File: src/rtl/fifo_wr_arbiter.sv
// Round-robin burst arbiter for two producers sharing one FIFO write port.
// A fixed-length burst is granted only when the FIFO has room; words pass through one register stage.
module fifo_wr_arbiter #(
  parameter int unsigned DATA_W    = 8,
  parameter int unsigned CNT_W     = 8,
  parameter int unsigned DEPTH     = 256,
  parameter int unsigned BURST_LEN = 16,
  parameter int unsigned SLACK     = 4
) (
  input  logic              sys_clk,
  input  logic              sys_rst,
  input  logic [1:0]        req,
  input  logic [1:0]        vld,
  input  logic [DATA_W-1:0] data0,
  input  logic [DATA_W-1:0] data1,
  output logic [1:0]        gnt,
  output logic [1:0]        rdy,
  output logic              burst_done,
  input  logic [CNT_W-1:0]  wr_data_count,
  input  logic              almost_full,
  input  logic              full,
  input  logic              wr_rst_busy,
  output logic              fifo_wr_en,
  output logic [DATA_W-1:0] fifo_wr_data,
  output logic              ovf_err
);

  localparam int unsigned RemW = $clog2(BURST_LEN + 1);
  // Widened by one bit so the fill-level compare can never wrap.
  localparam logic [CNT_W:0] RoomMax = (CNT_W + 1)'(DEPTH - BURST_LEN - SLACK);

  typedef enum logic [1:0] {StIdle, StBurst, StDone} state_e;

  state_e            state_q;
  logic [1:0]        gnt_q;
  logic              last_q;
  logic [RemW-1:0]   remaining_q;
  logic              fifo_wr_en_q;
  logic [DATA_W-1:0] fifo_wr_data_q;
  logic              ovf_err_q;

  logic              room;
  logic              pick;
  logic              accept;
  logic              flow_ok;
  logic [DATA_W-1:0] win_data;

  always_comb begin
    room     = ~wr_rst_busy & ({1'b0, wr_data_count} <= RoomMax);
    pick     = ~last_q;
    if (req == 2'b01) pick = 1'b0;
    if (req == 2'b10) pick = 1'b1;
    flow_ok  = (state_q == StBurst) & ~almost_full & ~wr_rst_busy & ~sys_rst;
    rdy      = gnt_q & {2{flow_ok}};
    accept   = |(vld & rdy);
    win_data = gnt_q[1] ? data1 : data0;
  end

  // Outputs are masked during reset so nothing is asserted before the reset edge lands.
  assign gnt          = gnt_q & {2{~sys_rst}};
  assign burst_done   = (state_q == StDone) & ~sys_rst;
  assign fifo_wr_en   = fifo_wr_en_q & ~sys_rst;
  assign fifo_wr_data = fifo_wr_data_q;
  assign ovf_err      = ovf_err_q;

  always_ff @(posedge sys_clk) begin
    if (sys_rst) begin
      state_q        <= StIdle;
      gnt_q          <= 2'b00;
      last_q         <= 1'b1;
      remaining_q    <= '0;
      fifo_wr_en_q   <= 1'b0;
      fifo_wr_data_q <= '0;
      ovf_err_q      <= 1'b0;
    end else begin
      fifo_wr_en_q <= accept;
      if (accept) fifo_wr_data_q <= win_data;
      if (fifo_wr_en_q && full) ovf_err_q <= 1'b1;

      unique case (state_q)
        StIdle: begin
          if (room && (req != 2'b00)) begin
            state_q     <= StBurst;
            gnt_q       <= pick ? 2'b10 : 2'b01;
            last_q      <= pick;
            remaining_q <= RemW'(BURST_LEN);
          end
        end
        StBurst: begin
          if (accept) begin
            remaining_q <= remaining_q - RemW'(1);
            if (remaining_q == RemW'(1)) begin
              state_q <= StDone;
              gnt_q   <= 2'b00;
            end
          end
        end
        StDone: begin
          state_q <= StIdle;
        end
        default: begin
          state_q <= StIdle;
          gnt_q   <= 2'b00;
        end
      endcase
    end
  end

endmodule

File: config.mk
export PLATFORM = sky130hd
export DESIGN_NAME = fifo_wr_arbiter
export DESIGN_NICKNAME = d
export VERILOG_FILES = /design/src/rtl/fifo_wr_arbiter.sv
export SDC_FILE = /design/constraint.sdc
export NUM_CORES = 1
export LEC_CHECK = 0
export ABC_AREA = 1
export CORE_MARGIN = 1.5
export CORE_UTILIZATION = 40
export DETAILED_ROUTE_END_ITERATION = 8
export PLACE_DENSITY_LB_ADDON = 0.15
export SYNTH_ARGS = -nofsm -noshare
export SYNTH_HDL_FRONTEND = slang
export SYNTH_SLANG_ARGS = --single-unit
File: constraint.sdc
create_clock -name sys_clk -period 1.6 [get_ports sys_clk]
set_input_delay 0.24 -clock sys_clk [delete_from_list [all_inputs] [get_ports sys_clk]]
set_output_delay 0.24 -clock sys_clk [all_outputs]
set_load 0.03 [all_outputs]
==> reports/summary.txt, run 1 <==
Sequential power share: 47.2%
Post-DP Area: 1667 sq um
Hold WC Path Type: flop to flop
CTS Hold Buffers Added: 0
GRT overflow: 0
CP max FO: 2
Final wirelength: 2793 um
Slowest CP cell: clkdlybuf4s50_1
Delay of the slowest cell on the worst path: 0.67 ns
Port bufs: 47
Gpl congestion: 0.8004
Setup Viol. Count Final: 0
Core area: 2758 sq um
Die Y: 56.91 um
Maxcap violations: 0
Highest Clock Rate: 646.7 MHz
Mapped Area: 1162 sq um
First DRT Iteration DRCs: 36
Buf/Inv on CP: 1
DRC viols: 0
Area Growth Syn to Fin: 49.84%
First-pass GRT wire length: 4823 um
Vias: 1,160
Avg Vias per Cell: 4.895
Kind of critical path: flop to output pin
All-layer global routing usage: 18.67%
Endpoints failing hold: 0
Syn nets: 185
Final worst path period share: 96.65%
Nets: 242
Switching power: 0.3303 mW
Number of global-route vias before repair: 1,145
Htree depth: 1
Die area: 3238 sq um
Crit path cell chain: clkdlybuf4s50_1
Relative slew slack: 74.84%
Post-DRT Antenna Nets: 0
Max Buffers Root-to-Sink: 2
Syn Area/Cell: 7.749 sq um
RSZ-0062 raised after global routing: yes
P_int: 0.8139 mW
Outcome: completed
CTS Buf Count: 3
Peak VDD IR: 0.4515 mV
Reg2Reg Setup Slack: 0.17 ns
Initial antenna violation count: 0
Logic gate share of total power: 27.2%
Share of cells above drive strength 1: 17.96%
Largest net degree at the start of global routing: 17
Worst-Margin Slew: 0.3734 ns
# IOs: 48
Leakage power: 0.9122 nW
Layout fillers: 239
Crit path DAT: 1.31 ns
Yosys warnings: 0
Cell area after layout: 1742 sq um
Startpoint class of the critical path: flop
CP Capture Type: output pin
Post-route minimum period: 1.546 ns
Clock skew: 0.006616 ns
Most frequent cells in the layout: 38 x nand2_1, 34 x clkdlybuf4s50_1, 23 x nor2_1
Commonest non-fill, non-tap cell in the layout: nand2_1
Clock-pin slew on the worst setup and hold paths: 0.11 ns
First-pass DRT Iterations: 4
DR WL/cell: 11.78 um
Worst-skew pair later-pin latency: 0.29 ns
FF+latch count, synth: 20
Clock sinks: 20
Synth unique cells: 27
Core Rows: 19
Net Sw Frac: 28.87%
CP top delay family: buffers and inverters
Die Wd: 56.91 um
N_diodes: 0
Core Util, Final: 63.16%
Initial Util: 42.15%
Clock share of power: 25.6%
Power per Cell Area: 657.0 nW/um^2
CTS Root Cell: clkbuf_4
Seq/Total Area, Yosys: 34.45%
Cells after Synth: 150
WP data required: 1.36 ns
Area of the multi-input gates: 670.6 sq um
TritonCTS clock tree: yes
Dpl hpwl: 2261 um
Slew Limit Fails: 0
Area taken by flip-flops and latches: 401.6 sq um
[final cells by class]
type / instances / share of cell area, %
multi-input cells: 113 / 38.51
clock buffers: 4 / 2.083
flip-flops and latches: 20 / 23.06
repair buffers: 56 / 31.03
inverters: 13 / 3.089
well taps: 31 / 2.227
[worst min-delay path, delay by kind of cell, from the launching register on]
family / cells / cell delay (ns)
simple gates: 1 / 0.07
compound gates: 1 / 0.04
flops: 1 / 0.35
[metal layers]
| metal | up-vias | track usage, % | share of wire (%) |
|---|---|---|---|
| met5 | - | 0 | 0 |
| met4 | 0 | 5.648 | 0.61 |
| met3 | 2 | 3.687 | 6.5 |
| met2 | 37 | 33.33 | 51 |
| met1 | 518 | 22.43 | 42 |
| li1 | 603 | - | - |
[final timing paths]
check | start | to | cells after the start
setup reg to reg | state_q[1] | remaining_q[0] | 11
hold / removal | ovf_err | ovf_err | 2
setup / recovery | fifo_wr_data[4] | fifo_wr_data[4] | 1
hold reg to reg | ovf_err | ovf_err | 2
[power by group through the flow]
stage | Combinational (mW) | Clock [mW] | Sequential [mW]
final | 0.311 | 0.292 | 0.540
after global routing | 0.346 | 0.328 | 0.544
after CTS | 0.306 | 0.306 | 0.540
after detailed placement | 0.303 | 0 | 0.552
after global placement | 0.294 | 0 | 0.551
after floorplan | 0.174 | 0 | 0.548
[flip-flops by register name, summed over array words and instances, names as in the netlist]
| name | cells |
|---|---|
| state_q | 2 |
| gnt_q | 2 |
| fifo_wr_en_q | 1 |
| fifo_wr_data | 8 |
| ovf_err | 1 |
| last_q | 1 |
| remaining_q | 5 |
[Yosys cell counts (all sizes together)]
master	count	area share, %
nand2	44	18
nor2	26	9.7
dfxtp	20	34
nand3	14	7.5
inv	12	4.3
o211a	8	6.9
a21oi	6	3.2
buf	4	3.7
o21ai	3	1.3
o21bai	3	1.9
ha	2	2.2
nand4	2	3.7
xnor2	2	1.5
and3	1	0.54
clkinv	1	0.32
nand3b	1	0.65
or2	1	0.54
[logic make-up (layout without fill, tap and decap cells)]
family / after synthesis / in the layout / share of synthesized area [%]
AO/OA/AOI/OAI: 20 / 20 / 13.35
XOR/XNOR: 2 / 2 / 1.507
adder cells (fa/ha/maj): 2 / 2 / 2.153
buffers and inverters: 17 / 73 / 8.288
flip-flops: 20 / 20 / 34.45
AND/OR/NAND/NOR: 89 / 89 / 40.26
[per-stage QoR]
step           power (mW)  std cells  setup slack (ns)  hold WS [ns]  setup TNS [ns]
3_5_place_dp       0.8551        231          -0.08585        0.4684         -0.4577
3_3_place_gp       0.8449        231          -0.03004        0.4540         -0.1010
5_1_grt             1.217        237         -0.007452        0.5312        -0.01370
2_1_floorplan      0.7220        150            0.1577        0.3847               0
4_1_cts             1.152        235          0.005440        0.4961               0
6_report            1.144        237           0.05363        0.4891               0
[timing repair]
action,in CTS,in global routing
setup endpoints to repair,0,9
buffers inserted,0,2
gates resized for setup,0,10
(Power assumes the default switching activity.)
==> run 2, diff against run 1 <==
- CTS_CLUSTER_SIZE: not set -> 8
==> results of run 2 <==
The final DEF is identical to that of run 1; final timing and power are the same.
